### src/rtl/drive_pkg.sv
// Shared steering-code, route-action and sequencer-state definitions.
// Direction control imports the same steering constants.
package drive_pkg;

    localparam logic [3:0] DirProceed     = 4'b0000;
    localparam logic [3:0] DirVeerRight   = 4'b1001;
    localparam logic [3:0] DirHardRight   = 4'b1010;
    localparam logic [3:0] DirNinetyRight = 4'b1011;
    localparam logic [3:0] DirVeerLeft    = 4'b0101;
    localparam logic [3:0] DirHardLeft    = 4'b0110;
    localparam logic [3:0] DirNinetyLeft  = 4'b0111;
    localparam logic [3:0] DirStop        = 4'b1111;

    localparam logic [1:0] ActStraight = 2'b00;
    localparam logic [1:0] ActLeft     = 2'b01;
    localparam logic [1:0] ActRight    = 2'b10;
    localparam logic [1:0] ActHalt     = 2'b11;

    typedef enum logic [2:0] {
        StIdle,
        StFollow,
        StSettle,
        StPivot,
        StDone
    } state_e;

endpackage

### src/rtl/motor_pwm.sv
// One motor channel: PWM counter with duty/direction latched at period start,
// plus an immediate force-off path that also rearms a fresh period.
module motor_pwm #(
    parameter int unsigned PWM_PERIOD = 100_000,
    parameter int unsigned DW         = $clog2(PWM_PERIOD + 1)
) (
    input  logic          clk,
    input  logic          rst,
    input  logic [DW-1:0] duty,
    input  logic          dir_in,
    input  logic          force_off,
    output logic          en,
    output logic          dir
);

    localparam logic [DW-1:0] CntLast = DW'(PWM_PERIOD - 1);

    logic [DW-1:0] cnt_q, cnt_d;
    logic [DW-1:0] duty_q, duty_d;
    logic          dir_q, dir_d;
    logic          run_q, run_d;
    logic          en_q, en_d;
    logic [DW-1:0] cnt_nxt;

    always_comb begin
        cnt_d   = cnt_q;
        duty_d  = duty_q;
        dir_d   = dir_q;
        run_d   = run_q;
        en_d    = en_q;
        cnt_nxt = cnt_q + DW'(1);
        if (force_off) begin
            cnt_d = '0;
            run_d = 1'b0;
            en_d  = 1'b0;
        end else if (!run_q || (cnt_q == CntLast)) begin
            // Period start: the only point where new duty/direction are taken.
            cnt_d  = '0;
            run_d  = 1'b1;
            duty_d = duty;
            dir_d  = dir_in;
            en_d   = (duty != '0);
        end else begin
            cnt_d = cnt_nxt;
            en_d  = (cnt_nxt < duty_q);
        end
    end

    always_ff @(posedge clk) begin
        if (rst) begin
            cnt_q  <= '0;
            duty_q <= '0;
            dir_q  <= 1'b1;
            run_q  <= 1'b0;
            en_q   <= 1'b0;
        end else begin
            cnt_q  <= cnt_d;
            duty_q <= duty_d;
            dir_q  <= dir_d;
            run_q  <= run_d;
            en_q   <= en_d;
        end
    end

    assign en  = en_q;
    assign dir = dir_q;

endmodule

### src/rtl/drive_sequencer.sv
// Line-following drive sequencer: maps steering codes to per-side PWM and walks a
// programmed route of intersection actions (straight / pivot left / pivot right / halt).
module drive_sequencer
    import drive_pkg::*;
#(
    parameter int unsigned PWM_PERIOD    = 100_000,
    parameter int unsigned DUTY_FULL     = 100_000,
    parameter int unsigned DUTY_VEER     = 70_000,
    parameter int unsigned DUTY_HARD     = 30_000,
    parameter int unsigned SETTLE_CYCLES = 10_000_000,
    parameter int unsigned PIVOT_CYCLES  = 40_000_000,
    parameter int unsigned ROUTE_LEN     = 8
) (
    input  logic                             clk,
    input  logic                             rst,
    input  logic [3:0]                       DIR,
    input  logic [2*ROUTE_LEN-1:0]           route,
    input  logic                             go,
    output logic                             LEN,
    output logic                             REN,
    output logic                             LDIR,
    output logic                             RDIR,
    output logic                             busy,
    output logic                             done,
    output logic [$clog2(ROUTE_LEN+1)-1:0]   leg_idx
);

    localparam int unsigned DW       = $clog2(PWM_PERIOD + 1);
    localparam int unsigned LegW     = $clog2(ROUTE_LEN + 1);
    localparam int unsigned MaxDwell = (SETTLE_CYCLES > PIVOT_CYCLES) ? SETTLE_CYCLES
                                                                      : PIVOT_CYCLES;
    localparam int unsigned TW       = $clog2(MaxDwell + 1);

    localparam logic [TW-1:0] SettleLast = TW'(SETTLE_CYCLES - 1);
    localparam logic [TW-1:0] PivotLast  = TW'(PIVOT_CYCLES - 1);
    localparam logic [DW-1:0] Full       = DW'(DUTY_FULL);
    localparam logic [DW-1:0] Veer       = DW'(DUTY_VEER);
    localparam logic [DW-1:0] Hard       = DW'(DUTY_HARD);

    state_e            state_q, state_d;
    logic [3:0]        dir_q;
    logic              armed_q, armed_d;
    logic              cross_q, cross_d;
    logic [LegW-1:0]   leg_q, leg_d;
    logic [TW-1:0]     tmr_q, tmr_d;
    logic [1:0]        act_q, act_d;
    logic              busy_q, busy_d;
    logic              done_q, done_d;

    logic [2*ROUTE_LEN-1:0] route_sh;
    logic [1:0]             leg_act;
    logic                   force_off;
    logic [DW-1:0]          l_duty, r_duty;
    logic                   l_fwd, r_fwd;

    always_comb begin
        state_d  = state_q;
        armed_d  = armed_q | (dir_q != DirStop);
        cross_d  = cross_q & (dir_q == DirStop);
        leg_d    = leg_q;
        tmr_d    = tmr_q;
        act_d    = act_q;
        route_sh = route >> {leg_q, 1'b0};
        leg_act  = route_sh[1:0];

        unique case (state_q)
            StIdle, StDone: begin
                if (go) begin
                    state_d = StFollow;
                    leg_d   = '0;
                    armed_d = 1'b0;
                    cross_d = 1'b0;
                end
            end
            StFollow: begin
                if ((dir_q == DirStop) && armed_q) begin
                    state_d = StSettle;
                    tmr_d   = '0;
                end
            end
            StSettle: begin
                if (tmr_q == SettleLast) begin
                    tmr_d   = '0;
                    armed_d = 1'b0;
                    if ((leg_q == LegW'(ROUTE_LEN)) || (leg_act == ActHalt)) begin
                        state_d = StDone;
                    end else begin
                        leg_d = leg_q + LegW'(1);
                        act_d = leg_act;
                        if (leg_act == ActStraight) begin
                            state_d = StFollow;
                            cross_d = 1'b1;
                        end else begin
                            state_d = StPivot;
                        end
                    end
                end else begin
                    tmr_d = tmr_q + TW'(1);
                end
            end
            StPivot: begin
                if (tmr_q == PivotLast) begin
                    tmr_d   = '0;
                    armed_d = 1'b0;
                    state_d = StFollow;
                end else begin
                    tmr_d = tmr_q + TW'(1);
                end
            end
            default: state_d = StIdle;
        endcase

        busy_d = (state_d == StFollow) || (state_d == StSettle) || (state_d == StPivot);
        done_d = (state_d == StDone);
    end

    // Drive command follows the state being entered so the PWM stage sees it one
    // edge early; this keeps the stop-to-off latency at two cycles.
    always_comb begin
        force_off = 1'b1;
        l_duty    = '0;
        r_duty    = '0;
        l_fwd     = 1'b1;
        r_fwd     = 1'b1;
        case (state_d)
            StFollow: begin
                force_off = 1'b0;
                l_duty    = Full;
                r_duty    = Full;
                case (dir_q)
                    DirProceed:     ;
                    DirVeerRight:   r_duty = Veer;
                    DirHardRight:   r_duty = Hard;
                    DirNinetyRight: r_fwd = 1'b0;
                    DirVeerLeft:    l_duty = Veer;
                    DirHardLeft:    l_duty = Hard;
                    DirNinetyLeft:  l_fwd = 1'b0;
                    DirStop:        force_off = !cross_d;
                    default:        force_off = 1'b1;
                endcase
            end
            StPivot: begin
                force_off = 1'b0;
                l_duty    = Full;
                r_duty    = Full;
                l_fwd     = (act_d != ActLeft);
                r_fwd     = (act_d != ActRight);
            end
            default: ;
        endcase
    end

    always_ff @(posedge clk) begin
        if (rst) begin
            state_q <= StIdle;
            dir_q   <= DirProceed;
            armed_q <= 1'b0;
            cross_q <= 1'b0;
            leg_q   <= '0;
            tmr_q   <= '0;
            act_q   <= ActStraight;
            busy_q  <= 1'b0;
            done_q  <= 1'b0;
        end else begin
            state_q <= state_d;
            dir_q   <= DIR;
            armed_q <= armed_d;
            cross_q <= cross_d;
            leg_q   <= leg_d;
            tmr_q   <= tmr_d;
            act_q   <= act_d;
            busy_q  <= busy_d;
            done_q  <= done_d;
        end
    end

    motor_pwm #(
        .PWM_PERIOD (PWM_PERIOD),
        .DW         (DW)
    ) u_pwm_left (
        .clk       (clk),
        .rst       (rst),
        .duty      (l_duty),
        .dir_in    (l_fwd),
        .force_off (force_off),
        .en        (LEN),
        .dir       (LDIR)
    );

    motor_pwm #(
        .PWM_PERIOD (PWM_PERIOD),
        .DW         (DW)
    ) u_pwm_right (
        .clk       (clk),
        .rst       (rst),
        .duty      (r_duty),
        .dir_in    (r_fwd),
        .force_off (force_off),
        .en        (REN),
        .dir       (RDIR)
    );

    assign busy    = busy_q;
    assign done    = done_q;
    assign leg_idx = leg_q;

endmodule

### config.mk
export PLATFORM = sky130hd
export DESIGN_NAME = drive_sequencer
export DESIGN_NICKNAME = d
export VERILOG_FILES = /design/src/rtl/drive_pkg.sv /design/src/rtl/motor_pwm.sv /design/src/rtl/drive_sequencer.sv
export SDC_FILE = /design/constraint.sdc
export NUM_CORES = 1
export LEC_CHECK = 0
export CELL_PAD_IN_SITES_DETAIL_PLACEMENT = 0
export CELL_PAD_IN_SITES_GLOBAL_PLACEMENT = 1
export CORE_ASPECT_RATIO = 1.4
export CORE_MARGIN = 3
export CORE_UTILIZATION = 46
export CTS_CLUSTER_SIZE = 25
export DETAILED_ROUTE_END_ITERATION = 10
export HOLD_SLACK_MARGIN = 0.03
export PLACE_DENSITY = 0.82
export SETUP_SLACK_MARGIN = 0.3
export SLEW_MARGIN = 20
export SYNTH_ARGS = -nofsm -noshare
export SYNTH_HDL_FRONTEND = slang
export SYNTH_SLANG_ARGS = --single-unit
### constraint.sdc
create_clock -name clk -period 2.85 [get_ports clk]
set_input_delay 0.57 -clock clk [delete_from_list [all_inputs] [get_ports clk]]
set_output_delay 0.57 -clock clk [all_outputs]
set_load 0.02 [all_outputs]
Word level (Yosys, flattened, before mapping). Index checks and enable logic that the tools add are counted.

Bits of input ports: 23. Register bits: 117. Logic and storage cells: 121.

Eq/ne operators: 28. Mux-type cells: 39. Reductions and logical operators: 25. Add/sub/neg operators: 4. Shift-type cells: 1. Magnitude comparators: 2. Bitwise logic cells: 3.

Operators by type and width (count): 17-bit one-hot mux with 2 select lines (4); 26-bit 2-to-1 mux (3); 26-bit one-hot mux with 3 select lines (1); 17-bit by 1-bit adder with 17-bit output, second input constant (2); 17-bit == test, second input constant (2); 17-bit < comparator (2); 17-bit nonzero test (2); 26-bit by 1-bit adder with 26-bit output, second input constant (1); 26-bit by 24-bit == test with 1-bit output, second input constant (1); 26-bit == test, second input constant (1); 4-bit == test, second input constant (5); 16-bit by 5-bit >> shifter with 2-bit output (1); 3-bit 2-to-1 mux (5); 3-bit by 2-bit == test with 1-bit output, second input constant (4); 4-bit by 3-bit == test with 1-bit output, second input constant (3); 4-bit 2-to-1 mux (3); 3-bit one-hot mux with 4 select lines (1); 1-bit 2-to-1 mux (11); 2-bit != test, second input constant (5); 1-bit one-hot mux with 2 select lines (5); 2-bit 2-to-1 mux (4); 4-bit one-hot mux with 2 select lines (1); 7-bit OR reduction (1); 3-bit by 1-bit == test with 1-bit output, second input constant (2); 21 further kinds (32).

Depth between registers and ports, before layout. Gate-level depths: netlist of the first run.

Depth in word-level cells: 11. Gate-level depth with buffers: 12. Depth with buffers taken out: 12.

Cells and area by module. From an unflattened synthesis of the first run, not the netlist that was laid out.

Cells, all modules: 714. Area, all modules: 6379.9 µm².

Modules (own cells, without submodules): drive_sequencer (sequential area each 860.8 µm², times used 1, area an instance 2479.9 µm², cells an instance 305); motor_pwm (u_pwm_right) (sequential area each 740.7 µm², times used 1, area an instance 1979.4 µm², cells an instance 203); motor_pwm (u_pwm_left) (sequential area each 740.7 µm², times used 1, area an instance 1920.6 µm², cells an instance 206).

Worst setup path before layout of the first run. Ideal clock, no wire load.

Path kind: reg-to-reg. Start point: reg leg_q[1] (netlist: leg_idx[1]). End point: reg u_pwm_right.duty_q[16]. Period minus slack after synthesis: 2.619 ns. Setup time: 0.122 ns. Stages on the path, launching flop included: 11. Path buffers: 2. Data required time: 2.728 ns. Path slack: 0.231 ns. Arrival: 2.497 ns. Cells stage by stage: dfxtp_1 > buf_2 > buf_4 > inv_1 > ha_1 > a31oi_1 > nand4_1 > o31ai_1 > nand3b_2 > nand3_2 > o311a_1.

Longest elaborated chain between the ends: 11. Elaborated cells on any way between the ends: 21.

RTL lines: start, declared (line drive_sequencer.sv:44) `logic [LegW-1:0] leg_q, leg_d;`; start signal, assigned (line drive_sequencer.sv:169) `leg_q <= leg_d;`; 16-bit by 5-bit >> shifter with 2-bit output (line drive_sequencer.sv:63) `route_sh = route >> {leg_q, 1'b0};`; 2-bit zero test / 2-bit == test (equally long branches) (line drive_sequencer.sv:90, drive_sequencer.sv:85); 1-bit 2-to-1 mux / 1-bit logical OR (equally long branches) (line drive_sequencer.sv:90, drive_sequencer.sv:85); 1-bit 2-to-1 mux (line drive_sequencer.sv:85) `if ((leg_q == LegW'(ROUTE_LEN)) || (leg_act == ActHalt)) begin`; 1-bit 2-to-1 mux (line drive_sequencer.sv:82) `if (tmr_q == SettleLast) begin`; 1-bit one-hot mux with 2 select lines (line drive_sequencer.sv:66) `unique case (state_q)`; 1-bit zero test (line drive_sequencer.sv:138) `DirStop: force_off = !cross_d;`; 1-bit one-hot mux with 2 select lines (line drive_sequencer.sv:130) `case (dir_q)`; 1-bit one-hot mux with 2 select lines (line drive_sequencer.sv:125) `case (state_d)`; 1-bit inverter (no line); 2-bit AND reduction (no line); end signal, assigned (line motor_pwm.sv:58) `duty_q <= duty_d;`; end, declared (line motor_pwm.sv:19) `logic [DW-1:0] duty_q, duty_d;`.

Several ways; a longest one is shown, not always the timed one. A chain may end at the register's enable or synchronous reset.

Final worst setup path of the first run.
Start point: in route[8]. End point: reg u_pwm_right.duty_q[15].

Longest elaborated chain between the ends: 11. Elaborated cells on any way between the ends: 20.

RTL lines: start, declared (line drive_sequencer.sv:17) `input logic [2*ROUTE_LEN-1:0] route,`; 16-bit by 5-bit >> shifter with 2-bit output * (line drive_sequencer.sv:63); 2-bit zero test / 2-bit == test (equally long branches) (line drive_sequencer.sv:90, drive_sequencer.sv:85); 1-bit 2-to-1 mux / 1-bit logical OR (equally long branches) (line drive_sequencer.sv:90, drive_sequencer.sv:85); 1-bit 2-to-1 mux (line drive_sequencer.sv:85); 1-bit 2-to-1 mux (line drive_sequencer.sv:82); 1-bit one-hot mux with 2 select lines (line drive_sequencer.sv:66); 1-bit zero test (line drive_sequencer.sv:138); 1-bit one-hot mux with 2 select lines (line drive_sequencer.sv:130); 1-bit one-hot mux with 2 select lines (line drive_sequencer.sv:125); 1-bit inverter (no line); 2-bit AND reduction (no line).

Every way passes the cells marked *; elsewhere a longest branch is shown, timed or not.

==> results_dict.tcl, run 1 <==
set metrics [dict create \
    status "finished clean" \
    dpl_cell_area_sq_um 5930 \
    slowest_delay_ns 0.48 \
    root_buffer "clkbuf_16" \
    first_iter_violations 123 \
    die_x_um 96.6 \
    rsz0062_at_grt "true" \
    worst_pin_slew_ns 0.423 \
    synth_enable_flop_cells 0 \
    wirelength_um 12800 \
    fin_skew_ns 0.00453 \
    reg2reg_slack_ns 0.33 \
    path_buf_inv 1 \
    hold_ws_ns 0.451 \
    synth-seq-cells 97 \
    antenna_left 0 \
    layout.cells.non_filler 812 \
    hold_depth 1 \
    final-setup-viol-count 0 \
    met1_usage 0.222 \
    grt_pass1_vias 4604 \
    grt_pass1_wl_um 21300 \
    async_flop_share 0 \
    crit_arrival_ns 2.73 \
    maxSlewViolCount 0 \
    final.min_clock_period_ns 2.53 \
    reg2reg_to "u_pwm_right.duty_q[15]" \
    top_usage_layer "met2" \
    synth.area.top_cells "dfxtp_1 (37%), ha_1 (6.4%), nor2b_1 (4.4%)" \
    ys.flop_type "dfxtp_1" \
    end_kind "flip-flop" \
    ir_drop_v 0.000265 \
    startpoint_type "input pin" \
    cts-hold-fix-buffers 0 \
    diodes 0 \
    nets 717 \
    dpl.hpwl_um 9130 \
    die-height_um 133 \
    overflow 0 \
    cts.sinks 97 \
    synth_common_cells "dfxtp_1 (97), nor2_1 (54), nor2b_1 (37)" \
    cp_top_family "multiplexers" \
    post_drt_wl_per_cell_um 15.8 \
    grt_antenna_before_repair 0 \
    crit_fanout 4 \
    synth.most_common_cell "dfxtp_1" \
    yosysTopAreaCellShare 0.367 \
    drive_gt1_frac 0.197 \
    clk_latency_ns 0.34 \
    synth_top_area_cell "dfxtp_1" \
    rows 45 \
    numCtsBuffers 9 \
    grtUsageMet3 0.0364 \
    synth_cells 610 \
    reg2reg_from "leg_idx[0]" \
    track_usage 0.197 \
    synth.net_count 660 \
    portBuffers 32 \
    start_util 0.479 \
    max_freq_mhz 395 \
    power_mw 2.80 \
    p_per_area_nw_per_um2 425 \
    min-delay-start "u_pwm_left.cnt_q[0]" \
    cts.clk_slew.worst_paths_ns 0.06 \
    syn_area_sq_um 5290 \
    cp.required_ns 3.05 \
    min_to "u_pwm_left.cnt_q[0]" \
    placed_cells 786 \
    ios 33 \
    yosysWarnings 0 \
    cts_tree "built" \
    worstRegToRegCells 7 \
    vias 4684 \
    place.gp.congestion 0.817 \
    htreeDepth 3 \
    p_leak_nw 2.49 \
    crit_chain "dlygate4sd2_1, mux4_2, mux2i_4, xnor2_2, o41a_1, and3b_2, nor4bb_4, a221oi_1" \
    syn_area_per_cell_sq_um 8.67 \
    critical_path.slowest_cell "mux4_2" \
    ys_types 66 \
    drv_cap 0 \
    dieArea_sq_um 12800 \
    slew_headroom 0.716 \
    core_sq_um 11000 \
    drtPass1Iterations 5 \
    period_share 0.888 \
    grtUsageMet2 0.360 \
    grt_start_max_net_pins 35 \
    vias_per_cell 5.77 \
    syn2layout_area_growth_pct 24.4 \
    finalInstanceArea_sq_um 6570 \
    hold_class "flip-flop to flip-flop" \
    clockBufferDepth 2 \
    worst-path-stages 8 \
    crit_type "input pin to flip-flop" \
    hold_violations 0 \
    seq_area_frac_synth 0.367 \
    drc 0 \
]
-- layout make-up --
class,instances,area [sq um]
multi-input combinational,458,3400
inverter,30,113
clock buffer,11,243
fill,1032,4460
tap,141,176
timing repair buffer,71,644
sequential,97,1980
clock inverter,4,20.0
-- metrics by stage --
stage,util,setup WS [ns],setup TNS [ns]
floorplan,-,0.335,0
global placement,0.537,-0.164,-3.09
detailed placement,0.537,-0.254,-6.41
CTS,0.574,0.275,0
global route,0.596,0.190,0
finish,0.596,0.318,0
-- power by group --
part | internal [mW] | switching (mW) | total, mW | leakage, nW
sequential | 1.38 | 0.0176 | 1.40 | 0.795
combinational | 0.140 | 0.158 | 0.298 | 1.56
clock | 0.605 | 0.497 | 1.10 | 0.135
-- worst reg2reg max path, delay by kind of cell, from the launching register on --
family | cells | cell delay [ns]
muxes | 2 | 0.78
DFF | 1 | 0.41
xor gates and xnor gates | 1 | 0.08
AOI/OAI and AO/OA | 2 | 0.50
and+or+nand+nor | 2 | 0.62
-- worst max path at each step --
stage	start	endpoint	slack [ns]
after floorplan	leg_idx[1]	u_pwm_right.duty_q[10]	0.33
after global placement	route[7]	u_pwm_right.duty_q[15]	-0.16
after detailed placement	route[12]	u_pwm_right.duty_q[10]	-0.25
after CTS	u_pwm_left.cnt_q[2]	u_pwm_left.en	0.28
after global routing	u_pwm_left.cnt_q[7]	u_pwm_left.en	0.19
final	route[8]	u_pwm_right.duty_q[15]	0.32
-- layer usage --
layer | share of wire | wire, um
met3 | 0.033 | 419
met1 | 0.42 | 5320
met5 | 0 | 0
met2 | 0.53 | 6740
met4 | 0.026 | 331
-- logic make-up after synthesis --
group,after synthesis,synth area share
muxes,17,0.0440
DFF,97,0.367
xor gates and xnor gates,45,0.0746
adders and majority gates,27,0.0639
AOI/OAI and AO/OA,106,0.131
and+or+nand+nor,263,0.276
buffers and inverters,55,0.0436
-- layout by cell type (no fill, tap or decap), types with 16 or more instances in the layout --
cell type,Yosys,final
dfxtp_1,97,81
nor2_1,54,50
nor2b_1,37,37
buf_4,1,33
nand2_1,34,32
inv_1,28,28
nand4_1,26,26
a21oi_1,30,25
ha_1,27,25
nand3_1,26,24
xor2_1,25,23
o21ai_0,21,19
xnor2_1,20,17
clkdlybuf4s50_1,0,16
-- flip-flops by register name (all words and copies together), names as in the netlist, 2 cells and up --
name / count
tmr_q: 26
u_pwm_right.duty_q: 7
u_pwm_left.cnt_q: 17
u_pwm_right.cnt_q: 17
u_pwm_left.duty_q: 7
state_q: 3
act_q: 2
dir_q: 4
leg_idx: 4
-- timing repair --
| item | 4_1_cts | 5_1_grt |
|---|---|---|
| pin swaps | 14 | 15 |
| endpoints found under the setup margin | 64 | 77 |
| gates resized for setup | 54 | 44 |
| gates cloned | 1 | 0 |
| buffers inserted | 5 | 5 |
| endpoints found under the hold margin | 0 | 0 |
Note: power is estimated with default switching activity, not from simulation.
==> inputs of run 2 (changes only) <==
CAP_MARGIN = 20   (was unset)
==> results of run 2 <==
Final layout, timing and power as in run 1 (identical DEF).
